<file path="config.mk">
export PLATFORM = sky130hd
export DESIGN_NAME = display_source_arbiter
export DESIGN_NICKNAME = d
export VERILOG_FILES = /design/src/rtl/display_source_arbiter.sv
export SDC_FILE = /design/constraint.sdc
export NUM_CORES = 1
export LEC_CHECK = 0
export CAP_MARGIN = 20
export CORE_MARGIN = 2
export CORE_UTILIZATION = 45
export CTS_CLUSTER_SIZE = 12
export DETAILED_ROUTE_END_ITERATION = 10
export PLACE_DENSITY_LB_ADDON = 0.1
export SYNTH_ARGS = -nofsm -noshare
export SYNTH_HDL_FRONTEND = slang
export SYNTH_SLANG_ARGS = --single-unit
</file>
<file path="constraint.sdc">
create_clock -name clk -period 3 [get_ports clk]
set_input_delay 0.6 -clock clk [delete_from_list [all_inputs] [get_ports clk]]
set_output_delay 0.6 -clock clk [all_outputs]
set_load 0.05 [all_outputs]
</file>
<file path="src/rtl/display_source_arbiter.sv">
// rtl/display_source_arbiter.sv - picks base, overlay or alert content for the 8-digit scanner
//
// Three requesters share the display, lowest to highest priority:
//   base    : live player status, passed straight through
//   overlay : one-shot popup latched on ovl_req, shown for HOLD_CYC cycles
//   alert   : latched message, blinks until alert_clr
// All outputs are registered; they follow the inputs/state one clock later.
//
// Optional feature: define DISPLAY_ARB_LZB_EN to blank leading zero digits
// of the base source (digits 7..1, stopping at the first nonzero nibble or
// lit decimal point). Undefined: base_en passes through unchanged.
//
// Ports:
//   clk        in   system clock
//   rst        in   synchronous active-high reset
//   base_hex   in   [31:0] base digits, nibble k -> digit k (k=0 rightmost)
//   base_dp    in   [7:0]  base decimal points, 1 = lit
//   base_en    in   [7:0]  base digit enables, active low
//   ovl_req    in   pulse: latch ovl_hex/ovl_dp, (re)start hold timer
//   ovl_hex    in   [31:0] overlay digits
//   ovl_dp     in   [7:0]  overlay decimal points
//   alert_req  in   pulse: latch alert_hex, enter alert mode
//   alert_hex  in   [31:0] alert digits
//   alert_clr  in   pulse: leave alert mode
//   hex_out    out  [31:0] digits to the scanner
//   dp_out     out  [7:0]  decimal points to the scanner
//   digit_en   out  [7:0]  digit-enable mask, active low
//   src        out  [1:0]  00 base, 01 overlay, 10 alert
//   ovl_active out  overlay hold timer running

module display_source_arbiter #(
  parameter int HOLD_CYC  = 100000000,
  parameter int BLINK_CYC = 25000000,
  parameter int CNT_W     = 27
) (
  input  logic        clk,
  input  logic        rst,
  input  logic [31:0] base_hex,
  input  logic [7:0]  base_dp,
  input  logic [7:0]  base_en,
  input  logic        ovl_req,
  input  logic [31:0] ovl_hex,
  input  logic [7:0]  ovl_dp,
  input  logic        alert_req,
  input  logic [31:0] alert_hex,
  input  logic        alert_clr,
  output logic [31:0] hex_out,
  output logic [7:0]  dp_out,
  output logic [7:0]  digit_en,
  output logic [1:0]  src,
  output logic        ovl_active
);

  typedef enum logic [1:0] {
    S_BASE  = 2'b00,
    S_OVL   = 2'b01,
    S_ALERT = 2'b10
  } state_t;

  localparam logic [CNT_W-1:0] HOLD_LOAD  = CNT_W'(HOLD_CYC - 1);
  localparam logic [CNT_W-1:0] BLINK_LAST = CNT_W'(BLINK_CYC - 1);

  state_t           state, state_d;
  logic [CNT_W-1:0] hold_cnt, hold_cnt_d;
  logic [CNT_W-1:0] blink_cnt, blink_cnt_d;
  logic             ovl_active_d;
  logic             blink_on, blink_on_d;
  logic [31:0]      ovl_hex_q, ovl_hex_d;
  logic [7:0]       ovl_dp_q, ovl_dp_d;
  logic [31:0]      alert_hex_q, alert_hex_d;
  logic [31:0]      hex_d;
  logic [7:0]       dp_d, en_d;
  logic [7:0]       base_en_eff;

`ifdef DISPLAY_ARB_LZB_EN
  logic [7:0] lzb_mask;
  logic       lzb_stop;

  always_comb begin
    lzb_mask = 8'h00;
    lzb_stop = 1'b0;
    for (int k = 7; k >= 1; k--) begin
      if (!lzb_stop && base_hex[4*k +: 4] == 4'h0 && !base_dp[k]) begin
        lzb_mask[k] = 1'b1;
      end else begin
        lzb_stop = 1'b1;
      end
    end
  end

  assign base_en_eff = base_en | lzb_mask;
`else
  assign base_en_eff = base_en;
`endif

  // Hold timer runs in every state, so an overlay requested during an alert
  // keeps ageing in the background. A request on the expiry cycle reloads.
  always_comb begin
    hold_cnt_d   = hold_cnt;
    ovl_active_d = ovl_active;
    ovl_hex_d    = ovl_hex_q;
    ovl_dp_d     = ovl_dp_q;
    if (ovl_req) begin
      hold_cnt_d   = HOLD_LOAD;
      ovl_active_d = 1'b1;
      ovl_hex_d    = ovl_hex;
      ovl_dp_d     = ovl_dp;
    end else if (ovl_active) begin
      if (hold_cnt == '0) begin
        ovl_active_d = 1'b0;
      end else begin
        hold_cnt_d = hold_cnt - CNT_W'(1);
      end
    end
  end

  // Next-state uses the next timer status so leaving an alert never lands in
  // S_OVL on the very cycle the overlay expires.
  always_comb begin
    state_d = state;
    case (state)
      S_BASE: begin
        if (alert_req)    state_d = S_ALERT;
        else if (ovl_req) state_d = S_OVL;
      end
      S_OVL: begin
        if (alert_req)          state_d = S_ALERT;
        else if (!ovl_active_d) state_d = S_BASE;
      end
      S_ALERT: begin
        if (alert_clr && !alert_req) state_d = ovl_active_d ? S_OVL : S_BASE;
      end
      default: state_d = S_BASE;
    endcase
  end

  // Blink counter only advances while staying in alert; entering alert or a
  // fresh alert_req restarts it at phase on.
  always_comb begin
    alert_hex_d = alert_req ? alert_hex : alert_hex_q;
    blink_cnt_d = '0;
    blink_on_d  = 1'b1;
    if (state == S_ALERT && state_d == S_ALERT && !alert_req) begin
      if (blink_cnt == BLINK_LAST) begin
        blink_cnt_d = '0;
        blink_on_d  = ~blink_on;
      end else begin
        blink_cnt_d = blink_cnt + CNT_W'(1);
        blink_on_d  = blink_on;
      end
    end
  end

  // Output mux keyed on the next state so outputs lag inputs by one clock.
  always_comb begin
    hex_d = base_hex;
    dp_d  = base_dp;
    en_d  = base_en_eff;
    case (state_d)
      S_OVL: begin
        hex_d = ovl_hex_d;
        dp_d  = ovl_dp_d;
        en_d  = 8'h00;
      end
      S_ALERT: begin
        hex_d = alert_hex_d;
        dp_d  = 8'h00;
        en_d  = blink_on_d ? 8'h00 : 8'hFF;
      end
      default: ;
    endcase
  end

  always_ff @(posedge clk) begin
    if (rst) begin
      state       <= S_BASE;
      hold_cnt    <= '0;
      blink_cnt   <= '0;
      blink_on    <= 1'b1;
      ovl_active  <= 1'b0;
      ovl_hex_q   <= 32'h0;
      ovl_dp_q    <= 8'h00;
      alert_hex_q <= 32'h0;
      hex_out     <= 32'h0;
      dp_out      <= 8'h00;
      digit_en    <= 8'hFF;
      src         <= 2'b00;
    end else begin
      state       <= state_d;
      hold_cnt    <= hold_cnt_d;
      blink_cnt   <= blink_cnt_d;
      blink_on    <= blink_on_d;
      ovl_active  <= ovl_active_d;
      ovl_hex_q   <= ovl_hex_d;
      ovl_dp_q    <= ovl_dp_d;
      alert_hex_q <= alert_hex_d;
      hex_out     <= hex_d;
      dp_out      <= dp_d;
      digit_en    <= en_d;
      src         <= state_d;
    end
  end

endmodule

</file>
==> Word-level counts from Yosys, hierarchy flattened <==
Index checks and enable logic that the tools add are counted.
Widths: inputs -> output; s select.
{ "op_classes": {"n_addsub": 2, "multipliers": 0, "div": 0, "magnitude_cmp": 0, "n_eq_ne": 6, "n_shift": 0, "n_mux": 22, "n_bitwise": 3, "reduce_logical": 11} }
{ "ops": {"columns": ["op", "count"], "rows": [
  ["$mux 27", 3],
  ["$mux 32", 2],
  ["$pmux 32 s2", 1],
  ["$pmux 8 s2", 2],
  ["$add 27x1->27 const B", 1],
  ["$eq 27x25->1 const B", 1],
  ["$logic_not 27->1", 1],
  ["$sub 27x1->27 const B", 1],
  ["$mux 8", 2],
  ["$mux 2", 5],
  ["$mux 1", 6],
  ["$pmux 2 s3", 1],
  ["$eq 2x1->1 const B", 2],
  ["$eq 2x2->1 const B", 2],
  ["$reduce_and 2->1", 2],
  ["$logic_and 1x1->1", 3],
  ["$not 1->1", 3],
  ["$reduce_or 3->1", 1],
  ["$logic_not 2->1", 1],
  ["$ne 2x2->1 const B", 1],
  ["$reduce_bool 2->1", 1],
  ["$reduce_or 2->1", 1],
  ["$logic_not 1->1", 1]
]} }
{ "word_totals": {"ff_bits": 178, "latchBits": 0, "mem_bits_rw": 0, "mem_bits_ro": 0, "inputBits": 125, "out_inout_bits": 51, "word_cells": 56, "mem_count": 0} }

==> Longest topological paths before layout <==
Gate-level depths: netlist (run 1).
{ "logic_depth": {"ltp_word": 13, "depth_mapped": 14, "mapped_depth_nobuf": 12} }

==> Worst setup path before layout (run 1) <==
OpenSTA, ideal clock, no wires.
{ "synth_path": {"path_type": "reg2reg", "startpoint": "reg hold_cnt[8]", "endpoint": "reg hex_out[27]", "setup_ns": 0.070, "t_arrival_ns": 3.173, "t_required_ns": 2.930, "setup_slack_ns": -0.243, "path_stages_with_launch": 12, "n_path_buf": 4, "synth_period_minus_slack_ns": 3.243, "path_cell_list": "dfxtp_1 > or4_4 > nor4_4 > a31oi_1 > clkbuf_1 > o21ai_0 > ha_1 > clkbuf_1 > clkbuf_1 > clkbuf_1 > nand2_1 > a21oi_1"} }
{ "synth_between": {"elab_chain_len": 9, "elab_cells_between_ends": 12, "classes_between": "2 x eq/ne; 9 x mux; 1 x reduce/logical"} }
{ "synth_rtl": {"columns": ["item", "line", "text"], "rows": [
  ["start, declared", "64", "logic [CNT_W-1:0] hold_cnt, hold_cnt_d;"],
  ["start signal, assigned", "190", "hold_cnt <= hold_cnt_d;"],
  ["$logic_not 27->1 *", "109", "if (hold_cnt == '0) begin"],
  ["$mux 1 *", "109", null],
  ["$mux 1 *", "108", "end else if (ovl_active) begin"],
  ["$mux 1 *", "103", "if (ovl_req) begin"],
  ["$mux 1 or $mux 2 (tied branches)", "131, 128", null],
  ["$mux 2 (on tied branches)", "131, 127", null],
  ["$pmux 2 s3 *", "121", "case (state)"],
  ["$eq 2x2->1 or $eq 2x1->1 (tied branches)", "159", "case (state_d)"],
  ["$pmux 32 s2 *", "159", null],
  ["end signal, assigned", "184", "hex_out <= 32'h0;"],
  ["end signal, assigned", "197", "hex_out <= hex_d;"],
  ["end, declared", "47", "output logic [31:0] hex_out,"]
]} }
Mark *: on every way between the ends. The rest lies on a longest branch, timed or not.
A chain may end at the register's enable or synchronous reset.

==> Final worst setup path (run 1) <==
{ "layout_path": {"startpoint": "reg hold_cnt[3]", "endpoint": "reg hex_out[0]"} }
Same word-level chain as after synthesis.

==> results.sh, run 1 <==
export IMPL_status="complete, no violations"
export IMPL_grt_ovfl_total=0
export IMPL_min_period_ps=2800
export IMPL_crit_required_ps=3340
export IMPL_numCtsBuffers=17
export IMPL_rr_startpoint="hold_cnt[3]$_SDFFE_PP0P_"
export IMPL_synth_main_ff_cell="dfxtp_1"
export IMPL_finalNetCount=1104
export IMPL_rows=46
export IMPL_die_y_um=131
export IMPL_drt_initial_drc_count=324
export IMPL_initial_core_util_pct=45.7
export IMPL_cp_endpoint="hex_out[0]$_SDFF_PP0_"
export IMPL_clkTransAtPathRegs_ps=70
export IMPL_finalCritPeriodShare_pct=93.5
export IMPL_cp_start_kind="flop"
export IMPL_drive_gt1_share_pct=9.31
export IMPL_die_w_um=131
export IMPL_p_leak_nw=3.88
export IMPL_clkPwrFrac_pct=39.8
export IMPL_place_gp_congestion=0.848
export IMPL_grt_max_degree=56
export IMPL_place_ws_ps=-189
export IMPL_insertion_delay_ps=430
export IMPL_maxCapViolCount=0
export IMPL_drt_antenna_violating_nets=0
export IMPL_finalHoldViolations=0
export IMPL_finClkSkew_ps=11.5
export IMPL_p_int_mw=4.27
export IMPL_async_reset_ff_share_pct=0
export IMPL_switching_share_pct=27.2
export IMPL_crit_fanout=44
export IMPL_crit_arrival_ps=3140
export IMPL_syn_nets=921
export IMPL_regToRegEndpoint="hex_out[0]$_SDFF_PP0_"
export IMPL_cts_root_buffer="clkbuf_16"
export IMPL_netlist_area_sq_mm=0.00724
export IMPL_synthCells=792
export IMPL_wl_per_cell_um=15.6
export IMPL_worstMarginPinSlew_ps=797
export IMPL_holdBufCountCts=0
export IMPL_drtPass1Iterations=6
export IMPL_critPathLaunch="hold_cnt[3]$_SDFFE_PP0P_"
export IMPL_cts_path_max_buffers=2
export IMPL_synth_edf_count=0
export IMPL_ys_ff_latch=178
export IMPL_netSwitchingPower_mw=1.59
export IMPL_comb_power_share_pct=16.8
export IMPL_port_buffer_count=175
export IMPL_grt_pass1_vias=6239
export IMPL_syn_avg_cell_area_sq_um=9.14
export IMPL_antenna_found_initial=1
export IMPL_die_area_sq_mm=0.0171
export IMPL_area_growth_pct=37.6
export IMPL_htree_levels=4
export IMPL_synthDistinctLibCells=50
export IMPL_critPathKind="reg -> reg"
export IMPL_boundaryPins=176
export IMPL_grt_use_total_pct=22.3
export IMPL_p_per_area_mw_per_mm2=589
export IMPL_yosys_warnings=0
export IMPL_min_path_type="in -> reg"
export IMPL_endpoint_kind="flop"
export IMPL_viasPerCell=5.18
export IMPL_whs_ps=471
export IMPL_slew_violations=0
export IMPL_cts_tree="done"
export IMPL_rsz0062_at_grt="false"
export IMPL_dp_hpwl_um=13400
export IMPL_p_seq_share_pct=43.4
export IMPL_clock_sinks=178
export IMPL_max_freq_ghz=0.357
export IMPL_vias=6237
export IMPL_setup_viol=0
export IMPL_core_sq_mm=0.0158
export IMPL_worstRegToRegCells=9
export IMPL_setup_ws_ps=196
export IMPL_drcViolationCount=0
export IMPL_r2r_setup_slack_ps=200
export IMPL_routed_wl_um=18700
export IMPL_max_slew_margin_rel_pct=46.4
export IMPL_vdd_drop_max_mv=0.429
export IMPL_grt_pass1_wl_um=30300
export IMPL_yosysSeqAreaShare_pct=49.2
export IMPL_hold_start="rst"
-- critical path: stages, from the launching register on --
cell and delay (ps):
dfxtp_1 320, or4_4 550, nor4_4 300, a31oi_1 150, o21ai_1 230, ha_2 330, buf_4 210, buf_6 210
nand2b_1 180, a21oi_1 200
-- placed cells by master (no fill, tap or decap), types with 19 or more instances in the layout --
cell / Yosys / final
mux2i_1: 68 / 68
nand2b_1: 24 / 24
nand2_1: 63 / 63
nor2_1: 136 / 135
clkdlybuf4s50_1: 0 / 172
o22ai_1: 22 / 22
xnor2_1: 23 / 23
buf_4: 0 / 37
a21oi_1: 46 / 46
nor3_1: 19 / 19
dfxtp_1: 178 / 178
-- routing by layer --
layer	GRT usage [%]	vias to the layer above	wire length, um
met5	0	-	0
met4	6.95	0	243
met3	5.37	17	1100
met2	39.7	174	9480
met1	26.6	2925	7920
li1	-	3121	-
-- cell type report --
class | count | area [sq um]
clock inverters | 15 | 194
diodes | 1 | 2.50
repair buffers | 212 | 2020
inverters | 11 | 41.3
clock buffers | 17 | 425
well taps | 216 | 270
multi-input cells | 555 | 3440
fillers | 1319 | 5870
flip-flops and latches | 178 | 3560
-- cells in the mapped netlist (8+ instances only) --
library cell	instances	area share (%)
nor2_1	136	7.1
a31oi_1	11	0.95
o22ai_1	22	1.9
a21oi_1	46	3.2
xnor2_1	23	2.8
nand2b_1	24	2.1
a22o_1	8	0.97
dfxtp_1	178	49
inv_1	9	0.47
nor3_1	19	1.3
nand2_1	63	3.3
buf_1	8	0.41
mux2i_1	68	9.4
xor2_1	14	1.7
clkbuf_1	36	1.9
and4_1	9	1.1
nand3_1	18	1.2
-- power groups by stage --
stage / combinational, mW / sequential, mW / clock [mW]
6_report: 0.986 / 2.55 / 2.33
5_1_grt: 1.06 / 2.56 / 2.47
4_1_cts: 0.992 / 2.55 / 2.37
3_5_place_dp: 0.986 / 2.60 / 0
3_3_place_gp: 0.972 / 2.60 / 0
2_1_floorplan: 0.377 / 2.80 / 0
-- kinds of logic after synthesis --
logic type / count (synthesis) / synth area share (%)
compound gates: 123 / 11.1
xor+xnor: 37 / 4.48
fa+ha+maj: 4 / 0.691
buf+inv: 59 / 3.30
flops: 178 / 49.2
mux: 72 / 10.0
simple gates: 319 / 21.1
-- what timing repair did --
| item | in CTS | in global routing |
|---|---|---|
| setup endpoints to repair | 16 | 22 |
| hold endpoints to repair | 0 | 0 |
| buffers inserted | 0 | 0 |
| resized for setup | 1 | 1 |
-- worst min-delay path by stage --
| stage | endpoint | cells after the start |
|---|---|---|
| floorplan | blink_cnt[0]$_SDFF_PP0_ | 1 |
| global route | alert_hex_q[27]$_SDFF_PP0_ | 2 |
| CTS | hex_out[31]$_SDFF_PP0_ | 2 |
| finish | hex_out[27]$_SDFF_PP0_ | 2 |
| global placement | blink_cnt[0]$_SDFF_PP0_ | 1 |
| detailed placement | blink_cnt[0]$_SDFF_PP0_ | 1 |
-- registers in the layout, indices dropped and copies added, names as in the netlist, 8 cells and up --
register     cells
alert_hex_q     32
hex_out         32
ovl_hex_q       32
blink_cnt       27
hold_cnt        27
digit_en         8
dp_out           8
ovl_dp_q         8
-- stage by stage --
step                      cell area, sq um  cells  total power, mW  util, %  setup TNS, ps
after floorplan                       7240    792             3.18        -              0
after global placement                9330   1172             3.57     58.9           -252
after detailed placement              9330   1172             3.59     58.9          -1460
after CTS                             9950   1204             5.91     62.9              0
after global routing                  9960   1204             6.09     62.9              0
final                                 9960   1205             5.86     62.9              0
Power figures use the tool's default switching activity.
==> inputs of run 2 (changes only) <==
CAP_MARGIN = not set   (was 20)
CORE_MARGIN = not set   (was 2)
==> run 2 against run 1 <==
Against the previous run:
- via count shrank 0.24%
- non-clock buffer count shrank 12
- count of clock-buffer cells in the layout is the same
- clock power shrank 2%
- cell count shrank 1.4%
- sequential share of layout area grew 0.39 points
- critical path depth grew 3
- worst setup slack gained 6.5 ps
- core utilization grew 0.94 points
- combinational power shrank 1%
- wire length shrank 0.37%
- critical endpoint is now hex_out[13]$_SDFF_PP0_
- highest routed layer unchanged
==> results.sh, run 2 (synthesis results as in run 1) <==
export IMPL_status="complete, no violations"
export IMPL_area_growth_pct=36.1
export IMPL_finClkSkew_ps=8.28
export IMPL_grt_ovfl_total=0
export IMPL_drtPass1Iterations=5
export IMPL_numCtsBuffers=17
export IMPL_clkPwrFrac_pct=39.2
export IMPL_p_leak_nw=3.82
export IMPL_worstRegToRegCells=12
export IMPL_die_y_um=129
export IMPL_rr_startpoint="hold_cnt[3]$_SDFFE_PP0P_"
export IMPL_drt_antenna_violating_nets=0
export IMPL_cts_path_max_buffers=2
export IMPL_finalHoldViolations=0
export IMPL_cts_tree="done"
export IMPL_die_w_um=129
export IMPL_p_per_area_mw_per_mm2=589
export IMPL_grt_use_total_pct=23.1
export IMPL_clock_sinks=178
export IMPL_min_delay_worst_endpoint="blink_cnt[0]$_SDFF_PP0_"
export IMPL_regArea_sq_mm=0.00356
export IMPL_r2r_setup_slack_ps=200
export IMPL_place_ws_ps=-174
export IMPL_grt_pass1_wl_um=30200
export IMPL_final_cell_mix="dfxtp_1 (178), clkdlybuf4s50_1 (172), nor2_1 (135), mux2i_1 (68), nand2_1 (63)"
export IMPL_grt_pass1_vias=6184
export IMPL_p_seq_share_pct=43.9
export IMPL_crit_fanout=22
export IMPL_slowest_stage="or4_4"
export IMPL_netSwitchingPower_mw=1.62
export IMPL_vias=6222
export IMPL_dp_hpwl_um=12700
export IMPL_die_area_sq_mm=0.0166
export IMPL_core_sq_mm=0.0154
export IMPL_finalCritPeriodShare_pct=93.2
export IMPL_max_slew_margin_rel_pct=39.3
export IMPL_setup_viol=0
export IMPL_switching_share_pct=27.9
export IMPL_crit_top_cell="inv_1"
export IMPL_min_path_cells=1
export IMPL_hold_start="blink_cnt[0]$_SDFF_PP0_"
export IMPL_multi_input_area_sq_mm=0.00345
export IMPL_final_common_cell="dfxtp_1"
export IMPL_critPathKind="reg -> reg"
export IMPL_rows=45
export IMPL_p_int_mw=4.18
export IMPL_cpPeakStageDelay_ps=580
export IMPL_top_regs="alert_hex_q (32), hex_out (32), ovl_hex_q (32)"
export IMPL_insertion_delay_ps=430
export IMPL_endpoint_kind="flop"
export IMPL_worstMarginPinSlew_ps=902
export IMPL_min_period_ps=2800
export IMPL_vdd_drop_max_mv=0.403
export IMPL_finalNetCount=1092
export IMPL_drt_initial_drc_count=412
export IMPL_path_cells="or4_4 -> nor4_4 -> a31oi_1 -> o21ai_1 -> buf_4 -> inv_1 -> ha_1 -> inv_1 -> buf_8 -> o22ai_1 -> nand2b_1 -> a21oi_1"
export IMPL_comb_power_share_pct=16.8
export IMPL_cts_root_buffer="clkbuf_16"
export IMPL_setup_ws_ps=203
export IMPL_htree_levels=4
export IMPL_grt_max_degree=53
export IMPL_rsz0062_at_grt="false"
export IMPL_n_fill_cell=1320
export IMPL_min_path_type="reg -> reg"
export IMPL_drcViolationCount=0
export IMPL_boundaryPins=176
export IMPL_max_freq_ghz=0.357
export IMPL_cts_setup_buffers=0
export IMPL_power_mw=5.80
export IMPL_antenna_found_initial=1
export IMPL_port_buffer_count=175
export IMPL_place_gp_congestion=0.853
export IMPL_initial_core_util_pct=46.9
export IMPL_slew_violations=0
export IMPL_regToRegEndpoint="hex_out[13]$_SDFF_PP0_"
export IMPL_cp_start_kind="flop"
export IMPL_wl_per_cell_um=15.7
export IMPL_crit_arrival_ps=3100
export IMPL_crit_required_ps=3300
export IMPL_drive_gt1_share_pct=8.30
export IMPL_maxCapViolCount=0
export IMPL_viasPerCell=5.24
export IMPL_routed_wl_um=18700
export IMPL_clkTransAtPathRegs_ps=70
run 2: changes by cell type in the layout (fill, tap and decap cells not counted), sizes merged:
| cell | before | now |
|---|---|---|
| buf | 40 | 28 |
| bufinv | 3 | 2 |
| inv | 16 | 17 |
run 2: per-stage QoR:
step                area, sq um  util [%]  hold WS, ps  TNS, ps  std cells
floorplan                  7240         -          442        0        792
global placement           9230      59.9          461     -174       1155
detailed placement         9230      59.9          482    -1330       1155
CTS                        9830      63.7          500        0       1187
global route               9850      63.8          521        0       1187
finish                     9850      63.9          493        0       1188
run 2: per-layer routing:
| layer | GRT usage (%) | vias to the layer above | part of all wire, % |
|---|---|---|---|
| met1 | 28.2 | 2923 | 44 |
| li1 | - | 3101 | - |
| met4 | 6.85 | 0 | 0.92 |
| met2 | 40.0 | 184 | 49 |
| met5 | 0 | - | 0 |
| met3 | 6.15 | 14 | 6.2 |
run 2: final cells by class:
class,instances,area share [%]
multi-input cells,555,35.0
well taps,211,2.68
inverters,11,0.419
clock buffers,17,4.32
diodes,1,0.0254
repair buffers,200,19.6
clock inverters,15,1.74
flip-flops and latches,178,36.2
run 2: timing repair:
item | CTS | global route
setup endpoints to repair | 16 | 28
gates resized for setup | 1 | 4
gates cloned | 0 | 0
hold endpoints to repair | 0 | 0
hold buffers | 0 | 0
run 2: how the worst max path moves through the flow:
| stage | from | endpoint | cells after the start |
|---|---|---|---|
| floorplan | hold_cnt[3]$_SDFFE_PP0P_ | digit_en[0]$_SDFF_PP1_ | 11 |
| global placement | hold_cnt[3]$_SDFFE_PP0P_ | hex_out[15]$_SDFF_PP0_ | 8 |
| detailed placement | hold_cnt[3]$_SDFFE_PP0P_ | hex_out[5]$_SDFF_PP0_ | 8 |
| CTS | hold_cnt[3]$_SDFFE_PP0P_ | dp_out[5]$_SDFF_PP0_ | 7 |
| global route | hold_cnt[3]$_SDFFE_PP0P_ | hex_out[13]$_SDFF_PP0_ | 12 |
| finish | hold_cnt[3]$_SDFFE_PP0P_ | hex_out[13]$_SDFF_PP0_ | 12 |
run 2: worst max-delay path: cells and delay by family (launching register included):
family | cells | cell delay, ps
buf+inv | 4 | 550
fa+ha+maj | 1 | 230
simple gates | 3 | 990
compound gates | 4 | 570
flops | 1 | 320
run 2: power by group through the flow:
stage               Clock (mW)  Combinational (mW)  Sequential [mW]
global placement             0               0.958             2.60
detailed placement           0               0.971             2.60
finish                    2.28               0.976             2.55
floorplan                    0               0.377             2.80
CTS                       2.31               0.978             2.55
global route              2.41                1.05             2.56
